--- config.mk ---
export PLATFORM = sky130hd
export DESIGN_NAME = edge_config_loader_flat
export DESIGN_NICKNAME = d
export VERILOG_FILES = /design/src/rtl/edge_config_loader_pkg.sv /design/src/rtl/edge_config_loader_if.sv /design/src/rtl/edge_cfg_table.sv /design/src/rtl/edge_config_loader.sv /design/src/flat_wrapper.sv
export SDC_FILE = /design/constraint.sdc
export NUM_CORES = 1
export LEC_CHECK = 0
export BUFFER_PORTS_ARGS = -buffer_cell sky130_fd_sc_hd__buf_2
export CAP_MARGIN = 40
export CORE_MARGIN = 2
export CORE_UTILIZATION = 45
export DETAILED_ROUTE_END_ITERATION = 10
export GPL_TIMING_DRIVEN = 0
export SLEW_MARGIN = 20
export SYNTH_ARGS = -nofsm -noshare
export SYNTH_HDL_FRONTEND = slang
export SYNTH_SLANG_ARGS = --single-unit
export TNS_END_PERCENT = 50
--- constraint.sdc ---
create_clock -name clk -period 3.24 [get_ports clk]
set_input_delay 0.324 -clock clk [delete_from_list [all_inputs] [get_ports clk]]
set_output_delay 0.324 -clock clk [all_outputs]
set_load 0.02 [all_outputs]
--- src/rtl/edge_config_loader_pkg.sv ---
// Shared types and constants for the edge configuration loader: controller stage
// encodings, boundary codes, the cfg word layout and the loader FSM states.
package edge_config_loader_pkg;

  localparam int STAGE_WIDTH = 3;
  localparam logic [STAGE_WIDTH-1:0] STAGE_IDLE               = 3'd0;
  localparam logic [STAGE_WIDTH-1:0] STAGE_PARAMETERS_LOADING = 3'd1;
  localparam logic [STAGE_WIDTH-1:0] STAGE_WRITE_TO_MEM       = 3'd2;
  localparam logic [STAGE_WIDTH-1:0] STAGE_COMPUTE            = 3'd3;

  localparam logic [1:0] BC_NONE     = 2'd0;
  localparam logic [1:0] BC_BOUNDARY = 2'd1;
  localparam logic [1:0] BC_ABSENT   = 2'd2;

  localparam int DEF_MAX_WEIGHT     = 2;
  localparam int DEF_LINK_BIT_WIDTH = $clog2(DEF_MAX_WEIGHT + 1);

  typedef struct packed {
    logic [DEF_LINK_BIT_WIDTH-1:0] weight;
    logic [1:0]                    bc;
  } cfg_word_t;

  typedef enum logic [1:0] {LD_IDLE, LD_LOAD, LD_DONE} ld_state_t;

endpackage

--- src/rtl/edge_config_loader_if.sv ---
// Valid/ready stream carrying {weight, boundary_condition} config words.
interface edge_config_loader_if #(
    parameter int DATA_W = 4
);
    logic              cfg_valid;
    logic              cfg_ready;
    logic [DATA_W-1:0] cfg_data;

    modport master (output cfg_valid, output cfg_data, input cfg_ready);
    modport slave  (input cfg_valid, input cfg_data, output cfg_ready);
endinterface

--- src/rtl/edge_cfg_table.sv ---
// Per-context edge table: one sanitising write port, registered full-context read.
// Entries reset to disabled (weight 0, boundary absent).
module edge_cfg_table
    import edge_config_loader_pkg::*;
#(
    parameter  int NUM_LINKS    = 8,
    parameter  int NUM_CONTEXTS = 2,
    parameter  int MAX_WEIGHT   = 2,
    localparam int LBW          = $clog2(MAX_WEIGHT + 1),
    localparam int CTX_W        = (NUM_CONTEXTS > 1) ? $clog2(NUM_CONTEXTS) : 1,
    localparam int LIDX_W       = (NUM_LINKS > 1) ? $clog2(NUM_LINKS) : 1
) (
    input  logic                            clk,
    input  logic                            reset,
    input  logic                            we,
    input  logic [CTX_W-1:0]                wr_ctx,
    input  logic [LIDX_W-1:0]               wr_link,
    input  logic [LBW-1:0]                  wr_weight,
    input  logic [1:0]                      wr_bc,
    input  logic [CTX_W-1:0]                rd_ctx,
    output logic [NUM_LINKS-1:0][LBW-1:0]   weight,
    output logic [NUM_LINKS-1:0][1:0]       bc
);

    logic [LBW-1:0] w_san;
    logic [1:0]     bc_san;

    // Absent edges never carry a weight, whatever the word said.
    always_comb begin
        bc_san = (wr_bc == 2'd3) ? BC_ABSENT : wr_bc;
        w_san  = (wr_weight > LBW'(MAX_WEIGHT)) ? LBW'(MAX_WEIGHT) : wr_weight;
        if (bc_san == BC_ABSENT) w_san = '0;
    end

    for (genvar l = 0; l < NUM_LINKS; l++) begin : g_link
        logic [NUM_CONTEXTS-1:0][LBW-1:0] w_mem;
        logic [NUM_CONTEXTS-1:0][1:0]     bc_mem;
        logic [LBW-1:0]                   w_q;
        logic [1:0]                       bc_q;

        always_ff @(posedge clk) begin
            if (reset) begin
                w_mem  <= '0;
                bc_mem <= {NUM_CONTEXTS{BC_ABSENT}};
                w_q    <= '0;
                bc_q   <= BC_ABSENT;
            end else begin
                if (we && wr_link == LIDX_W'(l)) begin
                    w_mem[wr_ctx]  <= w_san;
                    bc_mem[wr_ctx] <= bc_san;
                end
                w_q  <= w_mem[rd_ctx];
                bc_q <= bc_mem[rd_ctx];
            end
        end

        assign weight[l] = w_q;
        assign bc[l]     = bc_q;
    end

endmodule

--- src/rtl/edge_config_loader.sv ---
// Loads per-edge config words for every context and drives the active context's
// weights/boundaries to the links. EDGE_CFG_CHECK_EN enables the sticky cfg_error check.
module edge_config_loader
    import edge_config_loader_pkg::*;
#(
    parameter  int NUM_LINKS      = 8,
    parameter  int MAX_WEIGHT     = 2,
    parameter  int NUM_CONTEXTS   = 2,
    localparam int LINK_BIT_WIDTH = $clog2(MAX_WEIGHT + 1),
    localparam int CTX_W          = (NUM_CONTEXTS > 1) ? $clog2(NUM_CONTEXTS) : 1,
    localparam int LIDX_W         = (NUM_LINKS > 1) ? $clog2(NUM_LINKS) : 1
) (
    input  logic                                clk,
    input  logic                                reset,
    input  logic [STAGE_WIDTH-1:0]              global_stage,
    input  logic                                local_context_switch,
    edge_config_loader_if.slave                 cfg,
    output logic [NUM_LINKS*LINK_BIT_WIDTH-1:0] weight_out,
    output logic [NUM_LINKS*2-1:0]              boundary_condition_out,
    output logic [CTX_W-1:0]                    current_context,
    output logic                                load_done,
    output logic                                cfg_error
);

    ld_state_t               state;
    logic [STAGE_WIDTH-1:0]  stage, stage_prev;
    logic                    ready;
    logic [LIDX_W-1:0]       link_idx;
    logic [CTX_W-1:0]        ctx_idx;
    logic                    hs, last_word, load_start, load_abort, in_load_stage;
    logic [LINK_BIT_WIDTH-1:0] cfg_w;
    logic [1:0]              cfg_bc;

    assign cfg_w         = cfg.cfg_data[LINK_BIT_WIDTH+1:2];
    assign cfg_bc        = cfg.cfg_data[1:0];
    assign cfg.cfg_ready = ready;
    assign hs            = cfg.cfg_valid && ready;
    assign in_load_stage = (stage == STAGE_PARAMETERS_LOADING);
    assign last_word     = (link_idx == LIDX_W'(NUM_LINKS - 1)) &&
                           (ctx_idx == CTX_W'(NUM_CONTEXTS - 1));
    // DONE only restarts on a fresh entry into the loading stage.
    assign load_start    = ((state == LD_IDLE) && in_load_stage) ||
                           ((state == LD_DONE) && in_load_stage &&
                            (stage_prev != STAGE_PARAMETERS_LOADING));
    assign load_abort    = (state == LD_LOAD) && !(hs && last_word) && !in_load_stage;

    always_ff @(posedge clk) begin
        if (reset) begin
            state           <= LD_IDLE;
            stage           <= STAGE_IDLE;
            stage_prev      <= STAGE_IDLE;
            ready           <= 1'b0;
            load_done       <= 1'b0;
            link_idx        <= '0;
            ctx_idx         <= '0;
            current_context <= '0;
        end else begin
            stage      <= global_stage;
            stage_prev <= stage;
            if (stage == STAGE_WRITE_TO_MEM && !local_context_switch)
                current_context <= (current_context == CTX_W'(NUM_CONTEXTS - 1)) ?
                                   '0 : current_context + CTX_W'(1);
            if (load_start) begin
                state           <= LD_LOAD;
                ready           <= 1'b1;
                load_done       <= 1'b0;
                link_idx        <= '0;
                ctx_idx         <= '0;
                current_context <= '0;
            end else if (state == LD_LOAD) begin
                if (hs) begin
                    if (link_idx == LIDX_W'(NUM_LINKS - 1)) begin
                        link_idx <= '0;
                        ctx_idx  <= ctx_idx + CTX_W'(1);
                    end else begin
                        link_idx <= link_idx + LIDX_W'(1);
                    end
                end
                if (hs && last_word) begin
                    state     <= LD_DONE;
                    ready     <= 1'b0;
                    load_done <= 1'b1;
                end else if (load_abort) begin
                    state <= LD_IDLE;
                    ready <= 1'b0;
                end
            end
        end
    end

`ifdef EDGE_CFG_CHECK_EN
    logic bad_word;
    assign bad_word = (cfg_w > LINK_BIT_WIDTH'(MAX_WEIGHT)) || (cfg_bc == 2'd3) ||
                      ((cfg_w == '0) && (cfg_bc == BC_NONE || cfg_bc == BC_BOUNDARY));

    always_ff @(posedge clk) begin
        if (reset || load_start)              cfg_error <= 1'b0;
        else if ((hs && bad_word) || load_abort) cfg_error <= 1'b1;
    end
`else
    assign cfg_error = 1'b0;
`endif

    edge_cfg_table #(
        .NUM_LINKS   (NUM_LINKS),
        .NUM_CONTEXTS(NUM_CONTEXTS),
        .MAX_WEIGHT  (MAX_WEIGHT)
    ) u_table (
        .clk      (clk),
        .reset    (reset),
        .we       (hs),
        .wr_ctx   (ctx_idx),
        .wr_link  (link_idx),
        .wr_weight(cfg_w),
        .wr_bc    (cfg_bc),
        .rd_ctx   (current_context),
        .weight   (weight_out),
        .bc       (boundary_condition_out)
    );

endmodule

--- src/flat_wrapper.sv ---
// flat-port wrapper written by rule: the top's interface ports become plain ports
module edge_config_loader_flat import edge_config_loader_pkg::*;
#(
    parameter  int NUM_LINKS      = 8,
    parameter  int MAX_WEIGHT     = 2,
    parameter  int NUM_CONTEXTS   = 2,
    localparam int LINK_BIT_WIDTH = $clog2(MAX_WEIGHT + 1),
    localparam int CTX_W          = (NUM_CONTEXTS > 1) ? $clog2(NUM_CONTEXTS) : 1,
    localparam int LIDX_W         = (NUM_LINKS > 1) ? $clog2(NUM_LINKS) : 1
)
  (clk, reset, global_stage, local_context_switch, weight_out, boundary_condition_out, current_context, load_done, cfg_error, cfg_cfg_valid, cfg_cfg_data, cfg_cfg_ready);
  edge_config_loader_if #(.DATA_W(($clog2((2) + 1)) + 2)) cfg_i ();
  input  logic clk;
  input  logic reset;
  input  logic [STAGE_WIDTH-1:0] global_stage;
  input  logic local_context_switch;
  output logic [NUM_LINKS*LINK_BIT_WIDTH-1:0] weight_out;
  output logic [NUM_LINKS*2-1:0] boundary_condition_out;
  output logic [CTX_W-1:0] current_context;
  output logic load_done;
  output logic cfg_error;
  input wire logic [$bits(cfg_i.cfg_valid)-1:0] cfg_cfg_valid;
  input wire logic [$bits(cfg_i.cfg_data)-1:0] cfg_cfg_data;
  output wire logic [$bits(cfg_i.cfg_ready)-1:0] cfg_cfg_ready;
  assign cfg_i.cfg_valid = cfg_cfg_valid;
  assign cfg_i.cfg_data = cfg_cfg_data;
  assign cfg_cfg_ready = cfg_i.cfg_ready;
  edge_config_loader #(.NUM_LINKS(NUM_LINKS), .MAX_WEIGHT(MAX_WEIGHT), .NUM_CONTEXTS(NUM_CONTEXTS)) u_core (.clk(clk), .reset(reset), .global_stage(global_stage), .local_context_switch(local_context_switch), .cfg(cfg_i), .weight_out(weight_out), .boundary_condition_out(boundary_condition_out), .current_context(current_context), .load_done(load_done), .cfg_error(cfg_error));
endmodule
==> metrics.yaml <==
seq_power_share_pct: 59.9
critical_path.max_stage_delay_ns: 0.42
wl_per_cell_um: 17.3
cts_tree: "done"
critPathArrivalTime_ns: 1.99
status: "finished, final reports clean"
grt_first_pass_wirelength_um: 18100
crit_slowest_cell: "dfxtp_1"
max-slew-margin-rel_pct: 49.4
diodes: 0
grt_usage_pct: 21.7
hold_viol: 0
finalSetupViolations: 0
syn_inst: 463
switching_power_uw: 551
p_sw_share_pct: 24.2
post_drt_via_cell_ratio: 5.33
intPower_mw: 1.73
synthArstFlopShare_pct: 0
yosysWarningCount: 0
cts_sinks: 110
fin_crit_ns: 1.72
cp-end-kind: "flip-flop"
clockPowerShare_pct: 32.9
required_ns: 3.51
numCtsBuffers: 9
crit_path_start_kind: "flip-flop"
crit_buf_inv: 0
nFillCells: 945
via_count: 3478
die_w_um: 104
antenna_found_initial: 0
syn-cell-area_um2: 4520
grt_pass1_vias: 3447
drive_gt1_share_pct: 19.8
synth-edff-count: 0
p_comb_share_pct: 7.2
hp-class: "in2reg"
holdBufCountCts: 0
grt_max_degree: 16
finalCritPeriodShare_pct: 53.0
avgSynthCellArea_um2: 9.76
syn_to_final_growth_pct: 12.2
cp_top_family: "adder cells"
final_core_util_pct: 51.8
synth_flop_cell: "dfxtp_1"
cts_root_buf: "clkbuf_8"
hpwl_um: 7660
fmax_mhz: 583
drt_iter0_drc: 232
max_cap_violations: 0
tightest_slew_ns: 0.759
setup_tns_ns: 0
power_mw: 2.28
core-area_um2: 9770
drtPass1Iterations: 4
start_util_pct: 46.2
worstSetupPathType: "reg2reg"
die_h_um: 104
p_leak_nw: 2.00
nets: 535
drc: 0
io_pins: 47
cts-resized-gates: 0
syn_nets: 480
slew_viol_final: 0
ir_drop_v: 0.000186
pwr_density_cell_nw_per_um2: 450
synth-seq-cells: 110
synthDistinctLibCells: 44
port_buffers: 44
ant_nets: 0
clk_latency_ns: 0.37
crit_top_cell: "ha_1"
fin_skew_ns: 0.00709
overflow: 0
h-tree-depth: 3
post_cts_buffers: 0
cts_buffer_depth: 2
num_rows: 36
crit_chain: "ha_1 > ha_1 > nand4b_2 > a211o_1"
routed_wl_um: 11300
rsz0062_at_grt: "no"
crit_fanout: 6
die_area_um2: 10900
place_congestion: 0.817
path_clk_slew_ns: 0.09
ys_seq_area_share_pct: 48.7
per-layer routing:
metal	routed length, um	track usage [%]	part of all wire, %
met4	313	9.27	2.8
met1	5090	28.1	45
met2	5180	35.3	46
met3	736	4.32	6.5
met5	0	0	0
registers in the layout, indices dropped and copies added (netlist names), 2 cells and up:
register	flops
u_core.u_table.g_link.w_q	16
u_core.stage_prev	3
u_core.stage	3
u_core.link_idx	3
u_core.u_table.g_link.bc_q	16
u_core.u_table.g_link.bc_mem	32
u_core.u_table.g_link.w_mem	32
u_core.state	2
cells in the final DEF (no fill, tap or decap), types with 4 or more instances in the layout:
cell / instances
inv_1: 5
dfxtp_1: 110
nand3b_1: 14
nor2_1: 45
nand3_1: 49
mux2i_1: 37
buf_6: 11
a21oi_1: 40
o21ai_0: 47
ha_1: 6
nor2b_1: 18
a211o_1: 12
buf_4: 14
buf_2: 47
clkbuf_1: 11
and3b_1: 4
clkbuf_8: 11
worst paths after layout:
kind,from,to,slack [ns],depth (start not counted)
worst max register to register,u_core.link_idx[0],u_core.u_table.g_link[7].bc_mem[1],1.52,4
worst max-delay path,u_core.link_idx[0],u_core.u_table.g_link[7].bc_mem[1],1.52,4
worst min register to register,u_core.u_table.g_link[3].bc_mem[1],u_core.u_table.g_link[3].bc_mem[1],0.46,1
worst min-delay path,global_stage[2],u_core.stage[2],0.16,2
cells by family after synthesis:
family / count (synthesis) / synth area share [%]
flip-flops: 110 / 48.7
multiplexers: 37 / 8.20
XOR/XNOR: 2 / 0.388
AND/OR/NAND/NOR: 154 / 20.5
other: 1 / 0.0830
adder cells (fa/ha/maj): 6 / 1.66
AO/OA/AOI/OAI: 104 / 12.8
buffers and inverters: 49 / 7.59
stage by stage:
stage	cells	setup slack [ns]	hold WS, ns	instance area (um2)
2_1_floorplan	463	1.78	0.427	4520
3_5_place_dp	640	1.51	0.449	4900
5_1_grt	653	1.43	0.175	5070
3_3_place_gp	640	1.53	0.434	4900
6_report	653	1.52	0.161	5070
4_1_cts	653	1.49	0.151	5070
Yosys cell counts (2+ instances only):
cell / instances / share of area (%)
clkbuf_2: 3 / 0.33
ha_1: 6 / 1.7
nand4_4: 2 / 0.94
nor2_1: 45 / 3.7
a211o_1: 12 / 2.3
clkbuf_1: 10 / 0.83
and3_1: 3 / 0.42
nand3b_1: 14 / 2.3
buf_2: 3 / 0.33
and2_1: 2 / 0.28
and3b_1: 4 / 0.78
nor2b_1: 18 / 2.5
a21oi_1: 40 / 4.4
o21ai_0: 47 / 5.2
nand3b_4: 2 / 0.89
buf_4: 14 / 2.3
mux2i_1: 37 / 8.2
inv_1: 5 / 0.42
nand2_1: 2 / 0.17
nand3_2: 2 / 0.44
buf_6: 11 / 2.7
nand3_1: 49 / 5.4
nand4b_2: 2 / 0.66
dfxtp_1: 110 / 49
power groups by stage:
stage / combinational (mW) / sequential [mW] / clock [mW]
final: 0.165 / 1.37 / 0.750
after global routing: 0.178 / 1.37 / 0.823
after CTS: 0.165 / 1.37 / 0.770
after detailed placement: 0.164 / 1.40 / 0
after global placement: 0.162 / 1.40 / 0
after floorplan: 0.109 / 1.40 / 0
layout make-up:
class | instances | area [um2] | area share [%]
Tap cell | 133 | 166 | 3.28
Buffer | 43 | 320 | 6.32
Inverter | 6 | 22.5 | 0.444
Clock buffer | 12 | 155 | 3.06
Multi-Input combinational cell | 304 | 1970 | 38.9
Timing Repair Buffer | 44 | 220 | 4.35
Sequential cell | 110 | 2200 | 43.5
Clock inverter | 1 | 7.51 | 0.148
Note: power is estimated with default switching activity, not from simulation.
